--- config.mk ---
export PLATFORM = sky130hd
export DESIGN_NAME = riscv_boot_loader
export DESIGN_NICKNAME = d
export VERILOG_FILES = /design/src/rtl/riscv_boot_loader.sv
export SDC_FILE = /design/constraint.sdc
export NUM_CORES = 1
export LEC_CHECK = 0
export CAP_MARGIN = 20
export CORE_ASPECT_RATIO = 0.8
export CORE_MARGIN = 1.5
export CORE_UTILIZATION = 48
export CTS_BUF_LIST = sky130_fd_sc_hd__clkbuf_8 sky130_fd_sc_hd__clkbuf_16
export DETAILED_ROUTE_END_ITERATION = 16
export PLACE_DENSITY = 0.83
export RECOVER_POWER = 25
export SETUP_SLACK_MARGIN = 0.1
export SYNTH_ARGS = -nofsm -noshare
export SYNTH_HDL_FRONTEND = slang
export SYNTH_SLANG_ARGS = --single-unit
--- constraint.sdc ---
create_clock -name clk_i -period 1.5 [get_ports clk_i]
set_input_delay 0.375 -clock clk_i [delete_from_list [all_inputs] [get_ports clk_i]]
set_output_delay 0.375 -clock clk_i [all_outputs]
set_load 0.02 [all_outputs]
--- src/rtl/riscv_boot_loader.sv ---
// Byte-stream program loader feeding riscv_sc_top instruction memory; holds the core in reset until a checksum-verified load.
// Optional inter-byte timeout: define BOOT_LOADER_TIMEOUT_EN.
module riscv_boot_loader #(
  parameter int DW             = 32,
  parameter int MEM_SIZE_IN_KB = 1,
  parameter int NO_OF_REGS     = MEM_SIZE_IN_KB*1024/4,
  parameter int AW             = $clog2(NO_OF_REGS)+2,
  parameter int TIMEOUT_CYCLES = 1000000
) (
  input  logic          clk_i,
  input  logic          rst_ni,
  input  logic [7:0]    byte_i,
  input  logic          byte_valid_i,
  output logic          byte_ready_o,
  output logic          imem_we_o,
  output logic [AW-1:0] imem_addr_o,
  output logic [DW-1:0] imem_wdata_o,
  output logic          core_rst_o,
  output logic          done_o,
  output logic          err_o,
  output logic [AW-2:0] words_loaded_o
);

  typedef enum logic [2:0] {S_LEN, S_DATA, S_WRITE, S_CHK, S_DONE, S_ERR} state_t;

  state_t        state_q, state_d;
  logic [1:0]    bcnt_q;
  logic [31:0]   cnt_q;
  logic [DW-1:0] word_q;
  logic [7:0]    chk_q;
  logic [AW-2:0] idx_q;
  logic          ready_q;
  logic          core_rst_q;
  logic          acc;
  logic [31:0]   len_full;
  logic          tmo_hit;

  assign acc      = byte_valid_i && ready_q;
  // count as it will look once the current byte is shifted in
  assign len_full = {byte_i, cnt_q[31:8]};

`ifdef BOOT_LOADER_TIMEOUT_EN
  localparam int TW = $clog2(TIMEOUT_CYCLES+1);
  logic [TW-1:0] tmo_q;
  logic          tmo_run;

  // idle before the first header byte is legal; WRITE freezes the count
  assign tmo_run = (state_q == S_LEN && bcnt_q != 2'd0) || state_q == S_DATA || state_q == S_CHK;
  assign tmo_hit = tmo_run && !acc && (tmo_q == TW'(TIMEOUT_CYCLES-1));

  always_ff @(posedge clk_i or negedge rst_ni) begin
    if (!rst_ni)      tmo_q <= '0;
    else if (acc)     tmo_q <= '0;
    else if (tmo_run) tmo_q <= tmo_q + 1'b1;
  end
`else
  logic unused_tmo;
  assign unused_tmo = ^TIMEOUT_CYCLES;
  assign tmo_hit    = 1'b0;
`endif

  always_ff @(posedge clk_i or negedge rst_ni) begin
    if (!rst_ni) state_q <= S_LEN;
    else         state_q <= state_d;
  end

  always_comb begin
    state_d = state_q;
    unique case (state_q)
      S_LEN:   if (acc && bcnt_q == 2'd3) begin
                 if (len_full > 32'(NO_OF_REGS)) state_d = S_ERR;
                 else if (len_full == '0)        state_d = S_CHK;
                 else                            state_d = S_DATA;
               end
      S_DATA:  if (acc && bcnt_q == 2'd3) state_d = S_WRITE;
      S_WRITE: state_d = (32'(idx_q) + 32'd1 == cnt_q) ? S_CHK : S_DATA;
      S_CHK:   if (acc) state_d = (byte_i == chk_q) ? S_DONE : S_ERR;
      S_DONE:  state_d = S_DONE;
      S_ERR:   state_d = S_ERR;
      default: state_d = S_ERR;
    endcase
    if (tmo_hit) state_d = S_ERR;
  end

  always_ff @(posedge clk_i or negedge rst_ni) begin
    if (!rst_ni) begin
      bcnt_q     <= '0;
      cnt_q      <= '0;
      word_q     <= '0;
      chk_q      <= '0;
      idx_q      <= '0;
      ready_q    <= 1'b0;
      core_rst_q <= 1'b1;
    end else begin
      // 2-bit byte counter wraps to 0 after each 4-byte field
      if (acc && (state_q == S_LEN || state_q == S_DATA)) bcnt_q <= bcnt_q + 2'd1;
      if (acc && state_q == S_LEN) cnt_q <= len_full;
      if (acc && state_q == S_DATA) begin
        word_q <= {byte_i, word_q[DW-1:8]};
        chk_q  <= chk_q ^ byte_i;
      end
      if (state_q == S_WRITE) idx_q <= idx_q + 1'b1;
      ready_q    <= (state_d == S_LEN) || (state_d == S_DATA) || (state_d == S_CHK);
      core_rst_q <= (state_q != S_DONE);
    end
  end

  always_comb begin
    imem_we_o = (state_q == S_WRITE);
    done_o    = (state_q == S_DONE);
    err_o     = (state_q == S_ERR);
  end

  assign byte_ready_o   = ready_q;
  assign core_rst_o     = core_rst_q;
  assign imem_addr_o    = {idx_q[AW-3:0], 2'b00};
  assign imem_wdata_o   = word_q;
  assign words_loaded_o = idx_q;

endmodule
# --- Word level (Yosys, flattened, before mapping) ---
# Index checks and enable logic that the tools add are counted.
totals:
  regBits: 88
  input_bits: 11
  output_inout_bits: 56
  elab_cells: 43
op_classes:
  add_sub_neg: 3
  magnitude_cmp: 1
  n_eq_ne: 11
  n_mux: 8
  n_bitwise: 1
  reduce_logical: 11
op_table:
  columns: ["op", "count"]
  rows:
  - ["$eq 10x32->1", 1]
  - ["$gt 32x9->1 const B", 1]
  - ["$logic_not 32->1", 1]
  - ["$pmux 3 s5", 1]
  - ["$mux 3", 4]
  - ["$add 9x1->10 const B", 1]
  - ["$add 9x1->9 const B", 1]
  - ["$eq 3x2->1 const B", 3]
  - ["$eq 8x8->1", 1]
  - ["$xor 8x8->8", 1]
  - ["$eq 3x1->1 const B", 2]
  - ["$eq 3x3->1 const B", 2]
  - ["$logic_not 3->1", 2]
  - ["$logic_and 1x1->1", 5]
  - ["$mux 2", 2]
  - ["$logic_or 1x1->1", 3]
  - ["$ne 3x3->1 const B", 1]
  - ["$add 2x1->2 const B", 1]
  - ["$eq 2x2->1 const B", 1]
  - ["$mux 1", 1]

# --- Depth between registers and ports, before layout ---
# Gate-level depths: netlist of run 1.
logic_depth:
  word_depth: 8
  ltp_mapped: 8
  depth_no_buf: 7

# --- Worst setup path after synthesis of run 1 ---
# Ideal clock, no wire load.
synth_path:
  kind: "register to register"
  from: "reg idx_q[0], in the netlist words_loaded_o[0]"
  to: "reg state_q[1]"
  setup_ns: 0.092
  arrival_time_ns: 1.701
  t_required_ns: 1.408
  path_slack_ns: -0.292
  stages_incl_launch_ff: 8
  n_path_buf: 0
  period_less_slack_ns: 1.792
  path_cell_list: "dfrtp_1 -> ha_1 -> nand2_1 -> nor2_2 -> xor2_1 -> mux2i_1 -> nand2_1 -> o31ai_2"
synth_between:
  elab_chain_len: 4
synth_rtl:
  columns: ["item", "line", "rtl"]
  rows:
  - ["from (decl)", "31", "logic [AW-2:0] idx_q;"]
  - ["from (signal assigned)", "102", "if (state_q == S_WRITE) idx_q <= idx_q + 1'b1;"]
  - ["$add 9x1->10", "76", "S_WRITE: state_d = (32'(idx_q) + 32'd1 == cnt_q) ? S_CHK : S_DATA;"]
  - ["$eq 10x32->1", "76", null]
  - ["$mux 2", "76", null]
  - ["$pmux 3 s5", "69", "unique case (state_q)"]
  - ["via state_d[1]", "26", "state_t state_q, state_d;"]
  - ["to (signal assigned)", "64", "else state_q <= state_d;"]
  - ["to (decl)", "26", null]
# The timed path passes the listed nets, and every way through them passes these cells.
# A chain may end at the register's enable or synchronous reset.

# --- Final worst setup path of run 1 ---
layout_path:
  from: "reg idx_q[2], in the netlist words_loaded_o[2]"
  to: "reg state_q[1]"
# The elaborated chain is that of the path after synthesis.

==> results.json, run 1 <==
{
  "outcome": "finished, violations left",
  "violations": "setup timing",
  "drt-initial-drc-count": 344,
  "netlist_area_sq_mm": 0.00411,
  "insertion_delay_ns": 0.38,
  "multi_input_area_sq_mm": 0.00233,
  "finalMaxSlewViolations": 0,
  "die_area_sq_mm": 0.00914,
  "rr_worst_depth": 8,
  "p_per_area_mw_per_mm2": 1690,
  "whs_path_depth": 1,
  "ir_drop_mv": 1.31,
  "final_util": 0.809,
  "drtAntennaViolNets": 0,
  "worstHoldStart": "bcnt_q[0]",
  "synth_area_leaders": "dfrtp_1 (53%), nand2_1 (9.9%), mux2_4 (7.3%)",
  "crit_fanout": 4,
  "grt_overflow": 0,
  "die_h_um": 85.8,
  "hold_viol": 0,
  "place_ws_ns": -0.568,
  "dr.pass1.iters": 5,
  "yosys.area.top_type": "dfrtp_1",
  "r2r-end": "state_q[1]",
  "drc": 0,
  "die_w_um": 107,
  "place.gp.congestion": 0.824,
  "skew_ns": 0.0149,
  "rr_startpoint": "words_loaded_o[2]",
  "core_area_sq_mm": 0.00813,
  "critPathLaunch": "words_loaded_o[2]",
  "hold_ws_ns": 0.498,
  "post-route-min-period_ns": 1.90,
  "io_buffer_count": 64,
  "syn2layout_area_growth_pct": 59.8,
  "wire_per_inst_um": 25.9,
  "hp-class": "reg -> reg",
  "grt_max_degree": 31,
  "antenna_found_initial": 1,
  "gr-usage-all-layers": 0.308,
  "io_pins": 67,
  "tns_ns": -18.34,
  "criticalPathCategory": "reg -> reg",
  "fillers": 380,
  "yosysUniqueCellTypes": 46,
  "cap_viol_max_count": 0,
  "cts_root_buffer": "clkbuf_8",
  "ys_ff_latch": 88,
  "critPathRequiredTime_ns": 1.76,
  "period_share": 1.27,
  "ys_warn_count": 0,
  "seq_area_frac_synth": 0.536,
  "num_rows": 29,
  "regArea_sq_mm": 0.00222,
  "synthCells": 368,
  "first_global_vias": 3779,
  "async_flop_share": 1.00,
  "finalSetupViolCount": 84,
  "postSynthAreaPerCell_sq_um": 11.2,
  "tritoncts": "built",
  "cts-htree-levels": 3,
  "clkSinkCount": 88,
  "tightest_slew_ns": 0.929,
  "clockBufferDepth": 2,
  "crit_arrival_ns": 2.17,
  "setup_slack_ns": -0.405,
  "hpwl_um": 6860,
  "nets": 547,
  "start_util": 0.506,
  "vias_per_cell": 6.13,
  "yosysTopAreaCellShare": 0.529,
  "max_freq_ghz": 0.525,
  "synth_edf_count": 0,
  "drive_above_1_share": 0.644,
  "rsz0062_at_grt": "yes",
  "r2r_slack_ns": -0.40,
  "critPathCaptureType": "register",
  "p_leak_nw": 3.38,
  "path_clk_slew_ns": 0.10,
  "ys.flop_type": "dfrtp_1",
  "start_kind": "register",
  "slew_headroom": 0.381,
  "route.vias.total": 3970,
  "routed_wl_um": 16800,
  "grt_pass1_wl_um": 21100,
  "hold_path_end": "bcnt_q[0]",
  "cts_buffers": 9
}
repair_timing:
item	in CTS	in global routing
buffers inserted	23	17
gates cloned	6	0
hold buffers	1	0
pin swaps	60	35
endpoints found under the setup margin	131	102
hold endpoints to repair	25	0
gates resized for setup	353	86
cells in the final DEF, fill, tap and decap left out, drive strengths merged, types with 2 or more instances in the layout:
cell type,n
ha,2
mux2,34
o22ai,3
xnor2,23
bufinv,3
clkbuf,10
o31ai,3
mux2i,3
nor2,9
nand4,8
buf,172
and3,2
a21oi,3
inv,5
nand3,8
nor3b,2
nand2,109
a31oi,3
dfrtp,87
o21ai,3
xor2,11
dlygate4sd2,7
conb,2
nor3,4
nor4,10
cell usage after synthesis (2+ instances only):
cell type  number
nand2_1       108
dfrtp_1        87
xnor2_1        23
mux2_4         20
buf_4          12
mux2_1         12
xor2_1         11
buf_6           8
nand3_1         8
nand4_1         8
buf_2           7
nor2_1          7
nor4_1          7
a31oi_1         3
mux2i_1         3
nor3_1          3
o22ai_1         3
a21oi_1         2
clkbuf_1        2
ha_1            2
inv_1           2
mux2_2          2
nor2_2          2
nor4_2          2
o21ai_0         2
o31ai_2         2
critical path, cell delays in order (launching register included):
cell,delay (ns)
dfrtp_1,0.41
buf_4,0.16
buf_6,0.13
nand2_1,0.12
nor2_4,0.06
buf_4,0.16
o221ai_1,0.25
mux2i_1,0.16
o31ai_2,0.33
flip-flops by register name, indices dropped and copies added, names as in the netlist:
| name | count |
|---|---|
| bcnt_q | 2 |
| cnt_q | 32 |
| chk_q | 8 |
| imem_wdata_o | 32 |
| byte_ready_o | 1 |
| words_loaded_o | 9 |
| core_rst_o | 1 |
| state_q | 3 |
worst max-delay path by stage:
| stage | slack (ns) | end | depth (start not counted) |
|---|---|---|---|
| 6_report | -0.40 | state_q[1] | 8 |
| 5_1_grt | -0.44 | state_q[1] | 8 |
| 4_1_cts | -0.24 | state_q[1] | 6 |
| 3_5_place_dp | -0.57 | cnt_q[30] | 6 |
| 3_3_place_gp | -0.56 | cnt_q[31] | 6 |
| 2_1_floorplan | -0.19 | cnt_q[0] | 4 |
cell type report:
type / count / area share
multi-input combinational: 250 / 0.354
sequential: 88 / 0.338
clock inverter: 7 / 0.0183
timing repair buffer: 183 / 0.249
clock buffer: 9 / 0.0188
antenna: 1 / 0.000381
inverter: 2 / 0.00114
tap: 108 / 0.0206
power breakdown:
| group | total (mW) | switching, mW | internal [mW] |
|---|---|---|---|
| Sequential | 4.01 | 0.908 | 3.10 |
| Clock | 2.11 | 0.988 | 1.12 |
| Combinational | 5.02 | 2.65 | 2.37 |
cell families (layout without fill, tap and decap cells):
| kind of cell | Yosys count | count (layout) | share of synthesized area |
|---|---|---|---|
| multiplexers | 37 | 37 | 0.119 |
| AND/OR/NAND/NOR | 155 | 155 | 0.174 |
| XOR/XNOR | 34 | 34 | 0.0724 |
| adder cells (fa/ha/maj) | 2 | 2 | 0.00608 |
| other | 1 | 3 | 0.000912 |
| flip-flops | 88 | 88 | 0.536 |
| AO/OA/AOI/OAI | 20 | 20 | 0.0362 |
| buffers and inverters | 31 | 201 | 0.0560 |
through the flow:
stage,power [mW],cells,instance area (sq um)
CTS,9.72,632,6140
detailed placement,7.20,587,5360
global placement,7.02,587,5360
finish,11.1,648,6570
floorplan,5.40,369,4160
global route,11.4,648,6570
metal layers:
layer,track usage,routed length (um),vias up
met2,0.533,7830,329
li1,-,-,1560
met4,0.133,1390,0
met5,0,0,-
met1,0.377,5980,1952
met3,0.0623,1550,129
Power figures use the tool's default switching activity.
==> run 2, diff against run 1 <==
--- a/config.mk
+++ b/config.mk
@@ -13,7 +13,6 @@
 export DETAILED_ROUTE_END_ITERATION = 16
 export PLACE_DENSITY = 0.83
 export RECOVER_POWER = 25
-export SETUP_SLACK_MARGIN = 0.1
 export SYNTH_ARGS = -nofsm -noshare
 export SYNTH_HDL_FRONTEND = slang
 export SYNTH_SLANG_ARGS = --single-unit
==> results.json, run 2 (synthesized netlist as in run 1, its figures left out) <==
{
  "outcome": "finished, violations left",
  "violations": "setup timing",
  "rsz0062_at_grt": "yes",
  "core_area_sq_mm": 0.00813,
  "period_share": 1.17,
  "fin_area_sq_mm": 0.00605,
  "post-route-min-period_ns": 1.76,
  "start_kind": "register",
  "path_clk_slew_ns": 0.10,
  "antenna_found_initial": 0,
  "die_area_sq_mm": 0.00914,
  "hold_viol": 0,
  "gr-usage-all-layers": 0.258,
  "crit_path_end": "cnt_q[27]",
  "critPathCaptureType": "register",
  "p_leak_nw": 3.00,
  "diodes": 0,
  "rr_startpoint": "state_q[0]",
  "regArea_sq_mm": 0.00221,
  "die_h_um": 85.8,
  "insertion_delay_ns": 0.37,
  "route.vias.total": 3374,
  "drive_above_1_share": 0.536,
  "max_freq_ghz": 0.568,
  "io_buffer_count": 64,
  "p_per_area_mw_per_mm2": 1610,
  "cts-htree-levels": 3,
  "hold_ws_ns": 0.437,
  "mostFrequentLayoutCell": "dfrtp_1",
  "detailed_place.area_sq_mm": 0.00539,
  "cts_buffers": 9,
  "routed_wl_um": 12000,
  "hp-class": "in -> async",
  "num_rows": 29,
  "final_cell_mix": "dfrtp_1 (82), buf_4 (73), nand2_1 (54)",
  "finalSetupViolCount": 77,
  "cts_root_buffer": "clkbuf_8",
  "die_w_um": 107,
  "finalMaxSlewViolations": 0,
  "drc": 0,
  "syn2layout_area_growth_pct": 47.1,
  "io_pins": 67,
  "grt_max_degree": 33,
  "rr_worst_depth": 6,
  "grt_pass1_wl_um": 18000,
  "criticalPathCategory": "reg -> reg",
  "setup_slack_ns": -0.260,
  "critPathRequiredTime_ns": 1.76,
  "first_global_vias": 3456,
  "multi_input_area_sq_mm": 0.00212,
  "tns_ns": -15.37,
  "cap_viol_max_count": 0,
  "place.gp.congestion": 0.811,
  "r2r-end": "cnt_q[27]",
  "drtAntennaViolNets": 0,
  "skew_ns": 0.0171,
  "fillers": 497,
  "start_util": 0.506,
  "r2r_slack_ns": -0.26,
  "crit_fanout": 8,
  "nets": 523,
  "wire_per_inst_um": 19.3,
  "hpwl_um": 6840,
  "critPathLaunch": "state_q[0]",
  "grt_overflow": 0,
  "clkSinkCount": 88,
  "vias_per_cell": 5.42,
  "tritoncts": "built",
  "final_util": 0.745,
  "dr.pass1.iters": 4,
  "ir_drop_mv": 1.34,
  "clockBufferDepth": 2,
  "crit_arrival_ns": 2.02,
  "drt-initial-drc-count": 223
}
## run 2: cell types whose count changed in the layout (fill, tap and decap cells not counted), moves of 7 or more
cell,change
dfrtp_1,+7
nand2_2,-11
buf_6,-22
nand2_1,+22
clkbuf_2,+30
dfrtp_2,-7
buf_4,-10
buf_2,-37
nand2_4,-8
clkdlybuf4s15_1,+8
## run 2: what timing repair did
action / 4_1_cts / 5_1_grt
hold buffers: 1 / 0
pin swaps: 8 / 67
setup endpoints to repair: 121 / 106
gates cloned: 5 / 1
buffers inserted: 9 / 13
gates resized for setup: 144 / 151
hold endpoints to repair: 11 / 0
## run 2: routing by layer
layer | vias to the layer above | GRT usage | wire (um)
li1 | 1507 | - | -
met1 | 1685 | 0.330 | 4880
met2 | 143 | 0.436 | 6160
met3 | 39 | 0.0486 | 599
met4 | 0 | 0.109 | 390
met5 | - | 0 | 0
## run 2: power breakdown
group | leakage [nW] | switching (mW) | internal [mW]
combinational | 1.76 | 2.12 | 2.10
sequential | 1.15 | 0.817 | 3.08
clock | 0.0863 | 0.977 | 0.636
## run 2: cell type report
class / count / share of cell area
Sequential cell: 88 / 0.365
Multi-Input combinational cell: 250 / 0.350
Timing Repair Buffer: 159 / 0.230
Tap cell: 108 / 0.0223
Clock buffer: 9 / 0.0205
Clock inverter: 7 / 0.0103
Inverter: 2 / 0.00124
## run 2: worst min-delay path by stage
stage / from / to / cells after the start
4_1_cts: rst_ni / words_loaded_o[2] / 2
3_5_place_dp: rst_ni / words_loaded_o[2] / 1
2_1_floorplan: rst_ni / bcnt_q[0] / 0
5_1_grt: byte_i[5] / imem_wdata_o[29] / 4
3_3_place_gp: rst_ni / words_loaded_o[5] / 1
6_report: rst_ni / words_loaded_o[2] / 2
## run 2: through the flow
stage | instances | power [mW] | setup slack, ns
CTS | 615 | 8.96 | -0.227
global placement | 585 | 7.13 | -0.598
floorplan | 369 | 5.41 | -0.187
detailed placement | 585 | 7.27 | -0.665
finish | 623 | 9.73 | -0.260
global route | 623 | 10.2 | -0.322
## run 2: worst max-delay path, cell delays in order (launching register included)
cell and delay [ns]:
dfrtp_1 0.43, buf_6 0.15, nor4_4 0.29, buf_4 0.17, buf_12 0.14, buf_12 0.15, mux2_4 0.32
